===== src/rtl/arb_pkg.sv =====
// Shared types and default sizing for the round-robin arbiter family.
package arb_pkg;

    localparam int RR_N        = 4;
    localparam int RR_MAX_HOLD = 8;
    localparam int RR_CNT_W    = 16;

    typedef enum logic {
        IDLE  = 1'b0,
        GRANT = 1'b1
    } arb_state_e;

endpackage : arb_pkg


===== src/rtl/rr_pick.sv =====
// Combinational rotate-priority picker.
// Scans ptr+1, ptr+2, ... (mod N) and returns the first set request.
// The index arithmetic wraps naturally at IW bits, so N must be a power of two.
module rr_pick #(
    parameter  int N  = 4,
    localparam int IW = $clog2(N)
) (
    input  logic [N-1:0]  req,
    input  logic [IW-1:0] ptr,
    output logic          any,
    output logic [IW-1:0] idx,
    output logic [N-1:0]  onehot
);

    // Walk candidates from lowest to highest priority so the highest-priority hit is written last.
    always_comb begin
        logic [IW-1:0] cand;
        any    = 1'b0;
        idx    = '0;
        onehot = '0;
        cand   = '0;
        for (int i = N; i >= 1; i--) begin
            cand = ptr + IW'(i);
            if (req[cand]) begin
                any = 1'b1;
                idx = cand;
            end
        end
        if (any) begin
            onehot = N'(1) << idx;
        end
    end

endmodule : rr_pick


===== src/rtl/rr_arb4.sv =====
// Four-requester round-robin arbiter with bounded grant hold time.
// gnt is registered and always one-hot or zero; one idle bubble separates grants.
// Optional grant counter (gnt_cnt port) is built when RR_GNT_CNT_EN is defined.
module rr_arb4
    import arb_pkg::*;
#(
    parameter int N        = RR_N,
    parameter int MAX_HOLD = RR_MAX_HOLD,
    parameter int CNT_W    = RR_CNT_W
) (
    input  logic             clk,
    input  logic             rst,
    input  logic [N-1:0]     req,
    output logic [N-1:0]     gnt,
    output logic             busy
`ifdef RR_GNT_CNT_EN
    ,
    output logic [CNT_W-1:0] gnt_cnt
`endif
);

    localparam int IW = $clog2(N);
    localparam int HW = $clog2(MAX_HOLD);
    localparam logic [HW-1:0] HOLD_LAST = HW'(MAX_HOLD - 1);

    // The downstream 4:2 encoder fixes N; the hold limit needs at least two cycles.
    if (N != 4 || MAX_HOLD < 2 || CNT_W < 1) begin : g_bad_param
        $error("rr_arb4: illegal parameter set");
    end

    arb_state_e      state_q, state_d;
    logic [N-1:0]    gnt_q, gnt_d;
    logic [IW-1:0]   ptr_q, ptr_d;
    logic [IW-1:0]   owner_q, owner_d;
    logic [HW-1:0]   hold_q, hold_d;

    logic            pick_any;
    logic [IW-1:0]   pick_idx;
    logic [N-1:0]    pick_onehot;
    logic            release_now;

    rr_pick #(.N(N)) u_pick (
        .req    (req),
        .ptr    (ptr_q),
        .any    (pick_any),
        .idx    (pick_idx),
        .onehot (pick_onehot)
    );

`ifdef RR_GNT_CNT_EN
    logic [CNT_W-1:0] gnt_cnt_q, gnt_cnt_d;
`endif

    // Next-state and register inputs; the release path hands priority past the old owner.
    always_comb begin
        state_d     = state_q;
        gnt_d       = gnt_q;
        ptr_d       = ptr_q;
        owner_d     = owner_q;
        hold_d      = hold_q;
        release_now = 1'b0;
`ifdef RR_GNT_CNT_EN
        gnt_cnt_d   = gnt_cnt_q;
`endif
        case (state_q)
            IDLE: begin
                if (pick_any) begin
                    state_d = GRANT;
                    gnt_d   = pick_onehot;
                    owner_d = pick_idx;
                    hold_d  = '0;
`ifdef RR_GNT_CNT_EN
                    if (gnt_cnt_q != '1) begin
                        gnt_cnt_d = gnt_cnt_q + CNT_W'(1);
                    end
`endif
                end
            end
            GRANT: begin
                if (hold_q != HOLD_LAST) begin
                    hold_d = hold_q + HW'(1);
                end
                // Hold limit only forces a release when someone else is actually waiting.
                release_now = !req[owner_q] ||
                              ((hold_q == HOLD_LAST) && ((req & ~gnt_q) != '0));
                if (release_now) begin
                    state_d = IDLE;
                    gnt_d   = '0;
                    ptr_d   = owner_q;
                end
            end
            default: begin
                state_d = IDLE;
                gnt_d   = '0;
            end
        endcase
    end

    // State registers with synchronous reset; reset overrides any grant in flight.
    always_ff @(posedge clk) begin
        if (rst) begin
            state_q <= IDLE;
            gnt_q   <= '0;
            ptr_q   <= IW'(N - 1);
            owner_q <= '0;
            hold_q  <= '0;
        end else begin
            state_q <= state_d;
            gnt_q   <= gnt_d;
            ptr_q   <= ptr_d;
            owner_q <= owner_d;
            hold_q  <= hold_d;
        end
    end

`ifdef RR_GNT_CNT_EN
    // Saturating count of IDLE->GRANT transitions.
    always_ff @(posedge clk) begin
        if (rst) begin
            gnt_cnt_q <= '0;
        end else begin
            gnt_cnt_q <= gnt_cnt_d;
        end
    end

    assign gnt_cnt = gnt_cnt_q;
`endif

    assign gnt  = gnt_q;
    assign busy = (state_q == GRANT);

endmodule : rr_arb4


===== config.mk =====
export PLATFORM = sky130hd
export DESIGN_NAME = rr_arb4
export DESIGN_NICKNAME = d
export VERILOG_FILES = /design/src/rtl/arb_pkg.sv /design/src/rtl/rr_pick.sv /design/src/rtl/rr_arb4.sv
export SDC_FILE = /design/constraint.sdc
export NUM_CORES = 1
export LEC_CHECK = 0
export BUFFER_PORTS_ARGS = -buffer_cell sky130_fd_sc_hd__buf_2
export CORE_UTILIZATION = 47
export DETAILED_ROUTE_END_ITERATION = 10
export PLACE_DENSITY = 0.71
export SLEW_MARGIN = 15
export SYNTH_ARGS = -nofsm -noshare
export SYNTH_HDL_FRONTEND = slang
export SYNTH_SLANG_ARGS = --single-unit

===== constraint.sdc =====
create_clock -name clk -period 1.5 [get_ports clk]
set_input_delay 0.15 -clock clk [delete_from_list [all_inputs] [get_ports clk]]
set_output_delay 0.15 -clock clk [all_outputs]
set_load 0.01 [all_outputs]

==> results by group, run 1 <==
Setup path
  – Crit end category: register
  – Crit start category: register
  – RR Startpoint: gnt[0]
  – Crit-path max FO: 6
  – Reg2reg end: ptr_q[0]
  – Req. time, crit path: 1.66 ns
  – Reg-to-reg slack, setup: about 0.018 ns
  – CP arrival: between 1.5 and 2 ns
  – R2r worst-path depth: 4
  – Crit path from: gnt[0]
  – CP endpoint: ptr_q[0]
  – Critical path type: register to register

STA
  – Setup Viol. Count Final: 0
  – Period utilization: 0.988
  – Final Critical Period: 1.48 ns
  – Final setup TNS: 0 ns
  – Slew @ Worst Pin: 0.555 ns
  – Final Hold Violating Endpoints: 0
  – Max Slew Vio Count: 0
  – Worst hold slack: 0.239 ns
  – Unrepaired setup endpoints after global routing: yes
  – Fmax: 675 MHz
  – Worst slew margin: 0.625
  – Clock Skews: between 0.0008 and 0.0009 ns

Floorplan
  – Io pins: 11
  – Starting Density: 0.518
  – FP Rows: 13
  – Die area: 1630 um2
  – Die width: between 40 and 50 um
  – Core ar.: 1330 um2
  – Die Height: 40.3 um

Worst hold path
  – HP Class: input port to register

Synthesis
  – Top cell type's share of synthesized area: 0.348
  – Top FF cell, synth: dfxtp_1
  – Gate Count Post-Synth: 79
  – Yosys cell types: 28
  – Post-Syn Area: 691 um2
  – Post-Syn Nets: 87
  – Synth Warn #: 0
  – Top post-synthesis cells by area: dfxtp_1 35%, mux2i_1 8.7%, nand3b_1 5.4%
  – Post-synth top cells: 12 x dfxtp_1, 9 x nor2_1, 6 x mux2i_1
  – Async SR Flop Fraction: 0
  – Yosys reg bits: 12
  – Count leader, synth: dfxtp_1
  – EDFF count, synth: 0
  – Seq/Total Area, Yosys: 0.348
  – Mapped Avg Cell Area: 8.74 um2
  – Dominant cell type by area after synthesis: dfxtp_1

Global route
  – Largest net degree at the start of global routing: 19
  – Grt total ovfl: 0
  – Initial antenna violation count: 0
  – Vias in the first global route: 532
  – GRT Overall Usage: 0.217
  – First-pass GRT wire length: around 2300 um

Route
  – Residual DRC: 0
  – Avg WL per Cell: ~13 um
  – Via-to-Cell Ratio: 5.72
  – Antenna Violating Nets Remaining: 0
  – DR vias: 646
  – WL final: approximately 1500 um
  – DR iter-0 viols: 23
  – DRT Pass-1 Iters: 4

Cells and area
  – P&R area growth vs syn: 24.1%
  – Antenna cells: 0
  – Final nets: between 100 and 150
  – Layout cells sized above 1: 0.327

Clocking
  – Hold Buf Count CTS: 0
  – Clock transition at the registers of the reported paths: roughly 0.070 ns
  – CTS Buffer Depth: 2
  – Clk Latency, worst-skew pair: approximately 0.27 ns
  – Cts bufs inserted: 3
  – CTS root buf: clkbuf_4
  – CTS tree: done
  – Num Clock Sinks: 12
  – Htree depth: 1

Placed design
  – Hpwl dp: 1110 um
  – IO buf count: 10
  – GPL Wtd Cong: 0.757

Pwr
  – Net Sw Frac: 0.284
  – Leak Pwr: about 0.36 nW
  – Pint: 590 uW
  – Cell area power density: between 900 and 1000 nW/um2
  – Seq pwr share: 0.463
  – Net Switching: around 230 uW
  – VDD IR-drop max: approximately 0.00073 V
  – Logic pwr share: 0.229
  – Clock power share: 0.308

Job
  – Max_cap viols: 0

Run status
  – Status: completed
==> power groups by stage <==
stage | Sequential, mW | Clock [mW] | Combinational, mW
after global routing | 0.386 | 0.271 | 0.212
after CTS | 0.381 | 0.263 | 0.189
after global placement | 0.384 | 0 | 0.185
after floorplan | 0.385 | 0 | 0.116
final | 0.382 | 0.254 | 0.189
after detailed placement | 0.386 | 0 | 0.187
==> worst max-delay path, cell delays in order, from the launching register on <==
cell and delay [ns]:
dfxtp_2 0.35, nor2b_1 0.05, o41a_1 0.41, a221o_2 0.41
mux2i_1 0.15
==> cells in the final DEF (no fill, tap or decap), types with 5 or more instances in the layout <==
master    count
a21oi_1       5
nor2_1        9
mux2i_1       6
dfxtp_1       8
buf_4         8
buf_2        10
nand3b_1      5
==> worst min-delay path by stage <==
stage                    from         end  slack, ns  depth (start not counted)
floorplan           hold_q[1]   hold_q[1]       0.45                          2
global placement    hold_q[1]   hold_q[1]       0.47                          2
detailed placement  hold_q[1]   hold_q[1]       0.47                          2
CTS                       rst  owner_q[1]       0.22                          2
global route              rst   hold_q[1]       0.26                          2
finish                    rst  owner_q[1]       0.24                          2
==> timing repair <==
item / in CTS / in global routing
resized for setup: 6 / 1
pin swaps: 1 / 1
buffers inserted: 0 / 0
setup endpoints to repair: 2 / 6
==> area by class of cell <==
class / count / area (um2)
Sequential cell: 12 / 245
Inverter: 2 / 7.51
Tap cell: 15 / 18.8
Timing Repair Buffer: 18 / 110
Clock buffer: 4 / 36.3
Multi-Input combinational cell: 62 / 439
Fill cell: 128 / 477
==> sequential cells by signal, summed over array words and instances (netlist names) <==
signal / cells
ptr_q: 2
owner_q: 2
hold_q: 3
busy: 1
gnt: 4
==> layer usage <==
layer | vias to the layer above | GRT usage | part of all wire | wire length, um
li1 | 323 | - | - | -
met2 | 13 | 0.337 | 0.49 | 732
met3 | 0 | 0.0833 | 0.035 | 52
met4 | 0 | 0.0500 | 0 | 0
met5 | - | 0 | 0 | 0
met1 | 310 | 0.282 | 0.48 | 719
==> cells by family after synthesis <==
kind of cell / count (synthesis) / synth area share
simple gates: 38 / 0.321
compound gates: 16 / 0.181
flops: 12 / 0.348
mux: 6 / 0.0870
buf+inv: 5 / 0.0272
fa+ha+maj: 2 / 0.0362
==> stage by stage <==
| stage | std cells | worst slack, ns | power, mW | instance area (um2) | util |
|---|---|---|---|---|---|
| 3_3_place_gp | 109 | 0.0356 | 0.569 | 808 | 0.606 |
| 6_report | 113 | 0.0183 | 0.824 | 857 | 0.643 |
| 4_1_cts | 113 | -0.00160 | 0.833 | 855 | 0.641 |
| 3_5_place_dp | 109 | 0.00609 | 0.573 | 808 | 0.606 |
| 5_1_grt | 113 | -0.0488 | 0.868 | 857 | 0.643 |
| 2_1_floorplan | 79 | 0.00893 | 0.501 | 691 | - |
Power figures use the tool's default switching activity.
==> run 2, diff against run 1 <==
--- a/config.mk
+++ b/config.mk
@@ -6,9 +6,11 @@
 export NUM_CORES = 1
 export LEC_CHECK = 0
 export BUFFER_PORTS_ARGS = -buffer_cell sky130_fd_sc_hd__buf_2
-export CORE_UTILIZATION = 47
+export CELL_PAD_IN_SITES_DETAIL_PLACEMENT = 1
+export CELL_PAD_IN_SITES_GLOBAL_PLACEMENT = 1
+export CORE_UTILIZATION = 36
 export DETAILED_ROUTE_END_ITERATION = 10
-export PLACE_DENSITY = 0.71
+export PLACE_DENSITY_LB_ADDON = 0.1
 export SLEW_MARGIN = 15
 export SYNTH_ARGS = -nofsm -noshare
 export SYNTH_HDL_FRONTEND = slang
==> constraint.sdc (replaced) <==
create_clock -name clk -period 1.5 [get_ports clk]
set_input_delay 0.075 -clock clk [delete_from_list [all_inputs] [get_ports clk]]
set_output_delay 0.075 -clock clk [all_outputs]
set_load 0.01 [all_outputs]
==> run 2 against run 1 <==
Against the previous run: non-clock buffer count down 2; largest power group unchanged; first-iteration DRC count down 48%; the flow now finishes with violations (negative setup slack); register-to-register slack worse by 0.02 ns; worst hold slack worse by 0.073 ns; core utilization down 16 points; sequential cell count unchanged; fmax down 1.3%.
==> results by group, run 2 (synthesis gave the netlist of run 1 again) <==
Route
  – Antenna Violating Nets Remaining: 0 (unchanged)
  – DRT Pass-1 Iters: 4 (unchanged)
  – Via-to-Cell Ratio: 5.29 (-7.4%)
  – WL final: 1650 um (+9.5%)
  – DR vias: 635 (-1.7%)
  – DR iter-0 viols: 12 (-48%)
  – Avg WL per Cell: 13.7 um (+3.1%)
  – Residual DRC: 0 (unchanged)

Floorplan
  – Starting Density: 0.391 (-0.126)
  – Die Height: 45.8 um (+14%)
  – Core ar.: 1760 um2 (+32%)
  – Io pins: 11 (unchanged)
  – FP Rows: 15 (+2)
  – Die area: 2100 um2 (+29%)
  – Die width: 45.8 um (+14%)

Placed design
  – Dpl cells: 116 (+6.4%)
  – GPL Wtd Cong: 0.771 (+1.8%)
  – IO buf count: 10 (unchanged)
  – Placed cell area: 798 um2 (-1.2%)
  – Setup slack at placement: -0.00325 ns (-0.00933 ns)

Run status
  – Status: complete, but fails checks
  – Failing checks: negative setup slack

Global route
  – Initial antenna violation count: 0 (unchanged)
  – GRT Overall Usage: 0.178 (-0.0394)
  – Largest net degree at the start of global routing: 19 (unchanged)
  – Grt total ovfl: 0 (unchanged)
  – Vias in the first global route: 606 (+14%)
  – First-pass GRT wire length: 2620 um (+14%)

STA
  – Worst slew margin: 0.532 (-0.0938)
  – Worst hold slack: 0.166 ns (-0.0730 ns)
  – Setup Viol. Count Final: 1 (+1)
  – Final Hold Violating Endpoints: 0 (unchanged)
  – Clock Skews: 0.00367 ns (+0.00281 ns)
  – Unrepaired setup endpoints after global routing: yes
  – Final Worst Setup Slack: -0.00105 ns (-0.0193 ns)
  – Final Critical Period: 1.50 ns (+0.0193 ns)
  – Fmax: 666 MHz (-1.3%)
  – Max Slew Vio Count: 0 (unchanged)
  – Slew @ Worst Pin: 0.694 ns (+0.139 ns)
  – Period utilization: 1.00 (+0.0129)

Pwr
  – Net Switching: 234 uW (-0.37%)
  – Net Sw Frac: 0.304 (+0.0194)
  – VDD IR-drop max: 0.000439 V (-40%)
  – Leak Pwr: 0.344 nW (-4.0%)
  – Cell area power density: 902 nW/um2 (-6.2%)
  – Logic pwr share: 0.254 (+0.025)
  – Clock power share: 0.252 (-0.056)
  – Seq pwr share: 0.494 (+0.031)
  – Pint: 535 uW (-9.3%)

Cells and area
  – Layout cells sized above 1: 0.316 (-0.0107)
  – Antenna cells: 0 (unchanged)
  – Final core occ: 0.483 (-0.160)
  – Most common cell after layout, fill and taps aside: buf_2
  – Max reg flops: 4 (unchanged)
  – P&R area growth vs syn: 23.4%
  – Final nets: 105 (-1.9%)
  – Finished Layout Cells: 120 (+6.2%)
  – Post-route cell area: 852 um2 (-0.58%)
  – Most frequent cells in the layout: 10 x buf_2, 9 x nor2_1, 8 x dfxtp_1, 6 x mux2i_1, 6 x buf_4

Job
  – Max_cap viols: 0 (unchanged)

Setup path
  – Reg2reg end: ptr_q[1]
  – Crit start category: register
  – CP top delay family: compound AO/OA/AOI/OAI gates
  – Crit end category: register
  – CP arrival: 1.66 ns (+0.02 ns)
  – Req. time, crit path: 1.66 ns (about the same)
  – Slowest-stage cell, CP: a221o_2
  – Critical path type: register to register
  – R2r worst-path depth: 4 (unchanged)
  – Crit path cell chain: and2b_1 > o41a_1 > a221o_2 > mux2i_1
  – Crit-path max FO: 6 (unchanged)
  – Crit path largest cell delay: 0.43 ns (+0.02 ns)
  – Reg-to-reg slack, setup: -0.001 ns (-0.02 ns)
  – CP bufs+invs: 0 (unchanged)
  – RR Startpoint: gnt[2]

Worst hold path
  – Hold Path Sink: owner_q[1]
  – Hold_sp: rst
  – Hold-critical path depth: 2 (unchanged)
  – HP Class: input port to register

Clocking
  – Hold Buf Count CTS: 0 (unchanged)
  – CTS tree: done
  – CTS root buf: clkbuf_4
  – Cts bufs inserted: 3 (unchanged)
  – CTS Buffer Depth: 2 (unchanged)
  – Num Clock Sinks: 12 (unchanged)
  – Clock transition at the registers of the reported paths: 0.07 ns (about the same)
  – Clk Latency, worst-skew pair: 0.27 ns (about the same)
  – Htree depth: 1 (unchanged)
run 2: cell count changes in the layout (fill, tap and decap cells not counted):
cell,previous run,this run
clkbuf_8,1,0
o32ai_2,0,1
nor2b_1,4,5
o32ai_1,2,1
o2bb2ai_1,2,1
nor2b_2,1,0
o2bb2ai_2,0,1
buf_4,8,6
run 2: per-layer routing:
metal,share of wire,wire length [um],up-vias,GRT usage
met5,0,0,-,0
met4,0,0,0,0.0353
met3,0.030,50,0,0.0595
met2,0.50,825,11,0.294
met1,0.47,771,303,0.225
li1,-,-,321,-
run 2: repair_timing:
action	4_1_cts	5_1_grt
resized for setup	3	5
endpoints found under the setup margin	3	6
hold endpoints to repair	0	0
pin swaps	0	2
setup buffers	0	1
cloned	0	0
run 2: worst max-delay path by stage:
stage | from | end | cells past startpoint
2_1_floorplan | gnt[2] | ptr_q[0] | 4
3_3_place_gp | gnt[2] | ptr_q[0] | 4
3_5_place_dp | hold_q[0] | ptr_q[1] | 5
4_1_cts | gnt[2] | ptr_q[1] | 4
5_1_grt | gnt[2] | ptr_q[1] | 4
6_report | gnt[2] | ptr_q[1] | 4
run 2: through the flow:
step	setup TNS (ns)	total power [mW]
after detailed placement	-0.00531	0.574
final	-0.00105	0.769
after global placement	0	0.570
after floorplan	0	0.501
after global routing	-0.277	0.816
after CTS	-0.00340	0.772
run 2: area by class of cell:
type                            instances  area, um2
Fill cell                             232        912
Timing Repair Buffer                   16       95.1
Tap cell                               25       31.3
Clock buffer                            3       22.5
Inverter                                2       7.51
Sequential cell                        12        245
Multi-Input combinational cell         62        450
run 2: power by group through the flow:
| stage | clock network [mW] | logic [mW] | registers, mW |
|---|---|---|---|
| after floorplan | 0 | 0.116 | 0.385 |
| after global placement | 0 | 0.187 | 0.384 |
| after detailed placement | 0 | 0.189 | 0.385 |
| after CTS | 0.199 | 0.195 | 0.378 |
| after global routing | 0.216 | 0.215 | 0.385 |
| final | 0.194 | 0.195 | 0.380 |
